`src/rtl/mp_add_seq_if.sv`:
```
// mp_add_seq_if: operand/result handshake bundle for mp_add_seq.
// Optional sub field exists only when MP_ADD_SUB_EN is defined.
interface mp_add_seq_if #(
  parameter int WORDS = 4
);
  localparam int W = 16 * WORDS;

  logic         in_valid;
  logic         in_ready;
  logic [W-1:0] a;
  logic [W-1:0] b;
  logic         cin;
`ifdef MP_ADD_SUB_EN
  logic         sub;
`endif
  logic         out_valid;
  logic         out_ready;
  logic [W-1:0] sum;
  logic         cout;
  logic         busy;

  modport master (
`ifdef MP_ADD_SUB_EN
    output sub,
`endif
    output in_valid,
    output a,
    output b,
    output cin,
    output out_ready,
    input  in_ready,
    input  out_valid,
    input  sum,
    input  cout,
    input  busy
  );

  modport slave (
`ifdef MP_ADD_SUB_EN
    input  sub,
`endif
    input  in_valid,
    input  a,
    input  b,
    input  cin,
    input  out_ready,
    output in_ready,
    output out_valid,
    output sum,
    output cout,
    output busy
  );

endinterface

```
`src/rtl/mp_add_seq.sv`:
```
// mp_add_seq: multi-precision adder, one 16-bit word per clock, LSW first.
// Define MP_ADD_SUB_EN to add the sub input (a - b via inverted b, carry-in 1).
module mp_add_seq #(
  parameter int WORDS = 4
) (
  input  logic         clk,
  input  logic         rst,
  mp_add_seq_if.slave  bus
);

  localparam int W  = 16 * WORDS;
  localparam int IW = (WORDS > 1) ? $clog2(WORDS) : 1;

  typedef enum logic [1:0] {
    S_IDLE = 2'd0,
    S_RUN  = 2'd1,
    S_DONE = 2'd2
  } state_t;

  state_t        r_state;
  state_t        w_next;

  logic [W-1:0]  r_a;
  logic [W-1:0]  r_b;
  logic [W-1:0]  r_sum;
  logic          r_carry;
  logic          r_cout;
  logic [IW-1:0] r_idx;

  logic          w_in_ready;
  logic          w_out_valid;
  logic          w_busy;
  logic          w_acc;
  logic          w_rel;
  logic          w_last;
  logic [15:0]   w_aw;
  logic [15:0]   w_bw;
  logic [16:0]   w_add;
  logic [W-1:0]  w_b_in;
  logic          w_c_in;

  assign w_acc  = bus.in_valid & w_in_ready;
  assign w_rel  = w_out_valid & bus.out_ready;
  assign w_last = (r_idx == IW'(WORDS - 1));

  assign w_aw  = r_a[{r_idx, 4'b0000} +: 16];
  assign w_bw  = r_b[{r_idx, 4'b0000} +: 16];
  // Full 17-bit add so the carry is the true bit 16 of the word sum.
  assign w_add = {1'b0, w_aw} + {1'b0, w_bw} + {16'b0, r_carry};

  // Operand conditioning at accept: subtract folds into inverted b, carry 1.
  always_comb begin
    w_b_in = bus.b;
    w_c_in = bus.cin;
`ifdef MP_ADD_SUB_EN
    if (bus.sub) begin
      w_b_in = ~bus.b;
      w_c_in = 1'b1;
    end
`endif
  end

  // State register.
  always_ff @(posedge clk) begin
    if (rst) begin
      r_state <= S_IDLE;
    end else begin
      r_state <= w_next;
    end
  end

  // Next-state decode.
  always_comb begin
    w_next = r_state;
    unique case (r_state)
      S_IDLE: if (w_acc) w_next = S_RUN;
      S_RUN:  if (w_last) w_next = S_DONE;
      S_DONE: if (w_rel) w_next = S_IDLE;
      default: w_next = S_IDLE;
    endcase
  end

  // Handshake/status outputs are pure state decodes.
  always_comb begin
    w_in_ready  = 1'b0;
    w_out_valid = 1'b0;
    w_busy      = 1'b0;
    unique case (r_state)
      S_IDLE: w_in_ready = 1'b1;
      S_RUN:  w_busy = 1'b1;
      S_DONE: begin
        w_out_valid = 1'b1;
        w_busy      = 1'b1;
      end
      default: w_in_ready = 1'b0;
    endcase
  end

  // Datapath: capture operands at accept, then one word per RUN cycle.
  always_ff @(posedge clk) begin
    if (rst) begin
      r_a     <= '0;
      r_b     <= '0;
      r_sum   <= '0;
      r_carry <= 1'b0;
      r_cout  <= 1'b0;
      r_idx   <= '0;
    end else if (w_acc) begin
      r_a     <= bus.a;
      r_b     <= w_b_in;
      r_carry <= w_c_in;
      r_idx   <= '0;
    end else if (r_state == S_RUN) begin
      r_sum[{r_idx, 4'b0000} +: 16] <= w_add[15:0];
      r_carry <= w_add[16];
      if (w_last) begin
        r_cout <= w_add[16];
        r_idx  <= '0;
      end else begin
        r_idx  <= r_idx + 1'b1;
      end
    end
  end

  assign bus.in_ready  = w_in_ready;
  assign bus.out_valid = w_out_valid;
  assign bus.busy      = w_busy;
  assign bus.sum       = r_sum;
  assign bus.cout      = r_cout;

endmodule

```
`src/flat_wrapper.sv`:
```
// flat-port wrapper written by rule: the top's interface ports become plain ports
module mp_add_seq_flat 
#(
  parameter int WORDS = 4
)
  (clk, rst, bus_in_valid, bus_a, bus_b, bus_cin, bus_out_ready, bus_in_ready, bus_out_valid, bus_sum, bus_cout, bus_busy);
  mp_add_seq_if #(.WORDS(WORDS)) bus_i ();
  input  logic clk;
  input  logic rst;
  input wire logic [$bits(bus_i.in_valid)-1:0] bus_in_valid;
  input wire logic [$bits(bus_i.a)-1:0] bus_a;
  input wire logic [$bits(bus_i.b)-1:0] bus_b;
  input wire logic [$bits(bus_i.cin)-1:0] bus_cin;
  input wire logic [$bits(bus_i.out_ready)-1:0] bus_out_ready;
  output wire logic [$bits(bus_i.in_ready)-1:0] bus_in_ready;
  output wire logic [$bits(bus_i.out_valid)-1:0] bus_out_valid;
  output wire logic [$bits(bus_i.sum)-1:0] bus_sum;
  output wire logic [$bits(bus_i.cout)-1:0] bus_cout;
  output wire logic [$bits(bus_i.busy)-1:0] bus_busy;
  assign bus_i.in_valid = bus_in_valid;
  assign bus_i.a = bus_a;
  assign bus_i.b = bus_b;
  assign bus_i.cin = bus_cin;
  assign bus_i.out_ready = bus_out_ready;
  assign bus_in_ready = bus_i.in_ready;
  assign bus_out_valid = bus_i.out_valid;
  assign bus_sum = bus_i.sum;
  assign bus_cout = bus_i.cout;
  assign bus_busy = bus_i.busy;
  mp_add_seq #(.WORDS(WORDS)) u_core (.clk(clk), .rst(rst), .bus(bus_i));
endmodule
```
`config.mk`:
```
export PLATFORM = sky130hd
export DESIGN_NAME = mp_add_seq_flat
export DESIGN_NICKNAME = d
export VERILOG_FILES = /design/src/rtl/mp_add_seq_if.sv /design/src/rtl/mp_add_seq.sv /design/src/flat_wrapper.sv
export SDC_FILE = /design/constraint.sdc
export NUM_CORES = 1
export LEC_CHECK = 0
export ABC_AREA = 0
export BUFFER_PORTS_ARGS = -buffer_cell sky130_fd_sc_hd__clkbuf_2
export CELL_PAD_IN_SITES_DETAIL_PLACEMENT = 0
export CELL_PAD_IN_SITES_GLOBAL_PLACEMENT = 1
export CORE_UTILIZATION = 36
export DETAILED_ROUTE_END_ITERATION = 16
export PLACE_DENSITY_LB_ADDON = 0.05
export SETUP_SLACK_MARGIN = 0.4
export SLEW_MARGIN = 20
export SYNTH_ARGS = -nofsm -noshare
export SYNTH_HDL_FRONTEND = slang
export SYNTH_SLANG_ARGS = --single-unit
```
`constraint.sdc`:
```
create_clock -name clk -period 3.2 [get_ports clk]
set_input_delay 0.16 -clock clk [delete_from_list [all_inputs] [get_ports clk]]
set_output_delay 0.16 -clock clk [all_outputs]
set_load 0.03 [all_outputs]
```
Word level (Yosys, flattened, before mapping)
Cells that the tools add are included.
{"block": "totals", "regBits": 198, "in_bits": 133, "output_inout_bits": 68, "elab_cells": 42}
{"block": "classes", "n_addsub": 4, "eq_ne": 6, "shifts": 4, "muxes": 11, "n_bitwise": 3, "reduce_logical": 7}
{"operator": "64-bit by 7-bit variable part select with 16-bit output", "n": 2}
{"operator": "64-bit bitwise mux", "n": 1}
{"operator": "16-bit by 8-bit variable shift with 64-bit output, first input constant", "n": 1}
{"operator": "16-bit by 8-bit variable part select with 64-bit output", "n": 1}
{"operator": "16-bit by 16-bit adder with 17-bit output", "n": 1}
{"operator": "17-bit by 1-bit adder with 17-bit output", "n": 1}
{"operator": "2-bit 2-to-1 mux", "n": 4}
{"operator": "6-bit negation with 8-bit output", "n": 1}
{"operator": "2-bit by 1-bit inequality test with 1-bit output, second input constant", "n": 3}
{"operator": "2-bit case mux with 3 select lines", "n": 1}
{"operator": "3-bit AND reduction", "n": 2}
{"operator": "1-bit 2-to-1 mux", "n": 5}
{"operator": "2-bit == test, second input constant", "n": 2}
{"operator": "2-bit OR reduction", "n": 2}
{"operator": "2-bit by 1-bit adder with 2-bit output, second input constant", "n": 1}
{"operator": "1-bit AND", "n": 2}
{"operator": "2-bit by 1-bit == test with 1-bit output, second input constant", "n": 1}
{"operator": "2-bit logical NOT", "n": 1}
{"operator": "2-bit AND reduction", "n": 1}
{"operator": "2-bit nonzero test", "n": 1}
{"operator": "1-bit inverter", "n": 1}

Depth between registers and ports, before layout
{"block": "depth", "word_depth": 5, "mapped_depth": 12, "mapped_depth_nobuf": 10}

Least setup slack after synthesis
Ideal clock, no wire load.
{"block": "synth_path", "path_type": "register -> register", "from": "reg u_core.r_idx[0]", "to": "reg u_core.r_sum[58] (netlist: u_core.bus.sum[58])", "setup_ps": 66, "arrival_time_ps": 3144, "required_ps": 3134, "slack_ps": -10, "stages_incl_launch_ff": 13, "path_buffers": 2, "synth_period_minus_slack_ps": 3210, "path_cell_list": "dfxtp_1 buf_2 buf_2 mux4_2 fa_1 inv_1 fa_1 nand2b_1 a21oi_2 o211a_1 a211oi_1 a22oi_1 nor2_1"}
{"block": "synth_via", "elab_chain_len": 5, "word_cells_on_any_way": 8, "classes_between": "3 x add/sub; 4 x shift; 1 x mux"}
{"item": "start, declared", "line": "mp_add_seq.sv:28", "source": "logic [IW-1:0] r_idx;"}
{"item": "start signal, assigned", "line": "mp_add_seq.sv:120", "source": "r_idx <= r_idx + 1'b1;"}
{"item": "64-bit by 7-bit variable part select with 16-bit output, on equally long branches", "line": "mp_add_seq.sv:46, mp_add_seq.sv:47"}
{"item": "16-bit by 16-bit adder with 17-bit output", "line": "mp_add_seq.sv:49", "source": "assign w_add = {1'b0, w_aw} + {1'b0, w_bw} + {16'b0, r_carry};"}
{"item": "17-bit by 1-bit adder with 17-bit output", "line": "mp_add_seq.sv:49"}
{"item": "16-bit by 8-bit variable part select with 64-bit output", "line": "mp_add_seq.sv:114", "source": "r_sum[{r_idx, 4'b0000} +: 16] <= w_add[15:0];"}
{"item": "64-bit bitwise mux (*)", "line": "mp_add_seq.sv:114"}
{"item": "end signal, assigned by index", "line": "mp_add_seq.sv:114"}
{"item": "end, declared", "line": "mp_add_seq.sv:25", "source": "logic [W-1:0] r_sum;"}
Mark *: on every way between the ends. The rest lies on a longest branch, timed or not.
A chain may end at the register's enable or synchronous reset.

Worst setup path after layout
{"block": "layout_path", "from": "reg u_core.r_idx[0]", "to": "reg u_core.r_sum[57] (netlist: u_core.bus.sum[57])"}
Same word-level chain as after synthesis.

==> metrics.txt <==
most frequent cell after synthesis=nand2_1; remaining antenna violation count=0; global-route usage over all layers=22.4%; routed length per instance=16.8 µm; storage element area=0.00397 mm²; largest vdd supply drop=466 µV; count of endpoints failing hold in the final timing report=0; switching power=3.03 mW; signal arrival time at the worst endpoint=3.10 ns; fraction of layout cells with a size suffix above 1=27.9%; clock tree from TritonCTS=built; Syn Std Cell Area=0.00841 mm²; length of the first detailed-routing pass in iterations=7; multiplexer share of the synthesized area=8.92%; aggregate global routing overflow=0; launch point of the worst reg-to-reg path=u_core.r_idx[0]$_SDFFE_PP0P_; cell taking the most area after synthesis=dfxtp_1; end point of the most critical hold path=u_core.r_b[26]$_SDFFE_PP0P_; crit path launch type=flip-flop; Sw Share=37.3%; Final min period=2.77 ns; maximum fanout along the worst path=7; number of buffers between clock root and the deepest sink=2; clock root buffer=clkbuf_16; Seq/Total Area, Yosys=47.1%; half-perimeter wire length of the detailed placement result=18900 µm; Min-Delay Startpoint=bus_b[26]; number of synthesized flops with an enable pin=0; proportion of synthesized flip-flops having asynchronous set or reset=0%; type of destination of the critical path=flip-flop; power per unit of standard cell area=674 mW/mm²; Ys Warns=0; post-route total power=8.12 mW; CTS Buf Count=17; critical path class=flip-flop to flip-flop; slew at the pin closest to its max-slew limit=0.972 ns; compound-gate portion of the synthesized area=18.0%; diode insertion count for antenna repair=0; Slowest-stage cell, CP=mux4_2; leak pwr=4.92 nW; multi-input combinational cell area=0.00454 mm²; vias post-DR=7743; fraction of the mapped netlist area in simple logic gates=16.8%; count of mapped cells out of synthesis=951; Die Y=155 µm; vias in the first global route=7359; area of the die=0.0240 mm²; depth of the most critical reg-to-reg path=8; share of the synthesized area in the top cell type=47.1%; initial standard-cell utilization of the core=36.9%; prevailing post-synth register cell=dfxtp_1; terminus of the critical flop-to-flop path=u_core.bus.sum[57]$_SDFFE_PP0P_; share of power burned in combinational logic=35.7%; combinational family with the most area after synthesis=compound AO/OA/AOI/OAI gates; period utilisation layout=86.6%; clk sink count=198; count of buffering cells on the critical path with inverters included=0; kind of cell with the highest combined delay on the critical path=compound AO/OA/AOI/OAI gates; Distinct cells, synth=53; design internal power=5.09 mW; total of fill cells in the finished design=2182; most instantiated cells after synthesis=273 x nand2_1, 198 x dfxtp_1, 154 x a21oi_1; power share of the sequential group=37.4%; Site Rows=55; slew margin rel.=35.2%; Total Routed Length=26700 µm; final setup skew=0.0131 ns; synthesis-to-layout area growth=43.2%; register-to-register path setup slack=0.43 ns; Final #Nets=1416; port bufs=200; Fmax achieved=0.361 GHz; clock insertion delay at the later pin of the skew report=0.44 ns; Hold Path Stages=3; share of total power in the clock network=26.9%; post-route DRC violation count=0; Total Negative Setup Slacks=0 ns; Setup-failing EPs final=0; DR iter-0 viols=406; Seq cells post-synth=198; post-detailed-route via-to-cell ratio=4.89; mean instance size in the synthesized netlist=8.85 µm²; Slowest Stage Delay on Critical Path=0.56 ns; I/O pin count=201; Placer Congestion=0.828; list of cells traversed by the critical path=mux4_2 > fa_2 > a211o_1 > a21boi_4 > nor2_2 > a31oi_4 > xnor2_4 > a22o_1; run status=complete, no violations; largest net degree at the start of global routing=89; Min-Delay Path Class=primary input to flip-flop; register clock-pin slew on the reported worst setup and hold paths=0.07 ns; number of pins with negative max-slew slack in the final report=0; adder and majority gate portion of the synthesized area=4.04%; first-pass GRT wire length=40900 µm; Area contributors post-synth=dfxtp_1 47%, nand2_1 12%, a21oi_1 9.2%; depth of the CTS H-tree=4; initial antenna violation count=0; Synth Area in XOR/XNOR=1.53%; Maximum Capacitance Violations=0; syn_nets=1110; critical path data required time=3.53 ns; Die W=155 µm; setup repair after global routing missed its margin=yes; core area=0.0228 mm²
[metrics by stage]
step | setup WS [ns] | cells | utilization, % | instance area (µm²) | hold slack [ns]
2_1_floorplan | 0.416 | 951 | - | 8450 | 0.296
3_3_place_gp | 0.212 | 1423 | 42.9 | 9780 | 0.389
3_5_place_dp | 0.154 | 1423 | 42.9 | 9780 | 0.392
4_1_cts | 0.363 | 1580 | 51.5 | 11700 | 0.00500
5_1_grt | 0.308 | 1583 | 52.9 | 12000 | 0.0137
6_report | 0.429 | 1583 | 52.9 | 12000 | 0.0119
[worst max-delay path by stage]
| stage | startpoint | endpoint | depth (start not counted) |
|---|---|---|---|
| after CTS | u_core.r_idx[0]$_SDFFE_PP0P_ | u_core.bus.cout$_SDFFE_PP0P_ | 9 |
| after floorplan | u_core.r_idx[0]$_SDFFE_PP0P_ | u_core.bus.sum[28]$_SDFFE_PP0P_ | 12 |
| final | u_core.r_idx[0]$_SDFFE_PP0P_ | u_core.bus.sum[57]$_SDFFE_PP0P_ | 8 |
| after global routing | u_core.r_idx[0]$_SDFFE_PP0P_ | u_core.bus.sum[59]$_SDFFE_PP0P_ | 8 |
| after detailed placement | u_core.r_idx[0]$_SDFFE_PP0P_ | u_core.bus.sum[28]$_SDFFE_PP0P_ | 9 |
| after global placement | u_core.r_idx[0]$_SDFFE_PP0P_ | u_core.bus.sum[55]$_SDFFE_PP0P_ | 9 |
[state kept, by name (all words and copies together), names as in the netlist]
name / flops
u_core.r_carry: 1
u_core.r_a: 64
u_core.bus.sum: 64
u_core.r_b: 64
u_core.r_state: 2
u_core.r_idx: 2
u_core.bus.cout: 1
[per-layer routing]
| layer | share of wire, % | vias to the layer above | wire [µm] | global-route usage [%] |
|---|---|---|---|---|
| met4 | 1.6 | 0 | 437 | 5.80 |
| met3 | 3.2 | 24 | 850 | 3.48 |
| li1 | - | 3895 | - | - |
| met1 | 47 | 3650 | 12500 | 29.9 |
| met5 | 0 | - | 0 | 0 |
| met2 | 48 | 174 | 12800 | 37.6 |
[repair_timing]
action	in CTS	in global routing
pin swaps	3	32
gates cloned	0	0
endpoints found under the hold margin	123	1
hold buffers	123	1
buffers inserted	2	2
gates resized for setup	18	55
setup endpoints to repair	53	50
[layout by cell type (no fill, tap or decap), types with 3 or more instances in the layout]
cell / n
nand2_1: 271
clkbuf_2: 199
dfxtp_1: 196
a21oi_1: 148
dlygate4sd3_1: 124
nor2_1: 53
mux4_2: 32
a22o_1: 32
a22oi_1: 20
buf_4: 18
clkbuf_16: 17
inv_1: 12
ha_1: 11
ha_4: 10
o21ai_0: 7
a21oi_2: 6
xnor2_2: 5
buf_12: 5
nor2_2: 4
a211oi_2: 4
nor3_1: 4
a22oi_2: 4
inv_6: 4
o21a_1: 3
o211ai_1: 3
o21ai_2: 3
xor2_2: 3
and2_1: 3
mux2i_1: 3
ha_2: 3
clkinv_8: 3
inv_8: 3
[cell families (layout without fill, tap and decap cells)]
family / after synthesis / after routing
mux: 35 / 35
buf+inv: 74 / 393
flops: 198 / 198
simple gates: 358 / 358
xor+xnor: 13 / 13
fa+ha+maj: 26 / 26
compound gates: 247 / 247
[power by group through the flow]
stage	registers (mW)	clock network [mW]	logic (mW)
floorplan	3.04	0	1.70
finish	3.03	2.18	2.90
CTS	3.03	2.23	2.73
global route	3.07	2.33	3.15
detailed placement	3.09	0	2.51
global placement	3.10	0	2.50
[cell type report]
| class | instances | area share (%) |
|---|---|---|
| flip-flops and latches | 198 | 32.9 |
| inverters | 13 | 0.405 |
| well taps | 313 | 3.25 |
| clock buffers | 19 | 3.59 |
| clock inverters | 13 | 1.37 |
| repair buffers | 348 | 20.8 |
| multi-input cells | 679 | 37.7 |
[worst reg2reg max path, stage by stage, from the launching register on]
cell and delay, ns:
dfxtp_4 0.46, mux4_2 0.56, fa_2 0.40, a211o_1 0.35
a21boi_4 0.24, nor2_2 0.08, a31oi_4 0.21, xnor2_4 0.13
a22o_1 0.24
No activity file was read; power rests on OpenSTA's default activity.
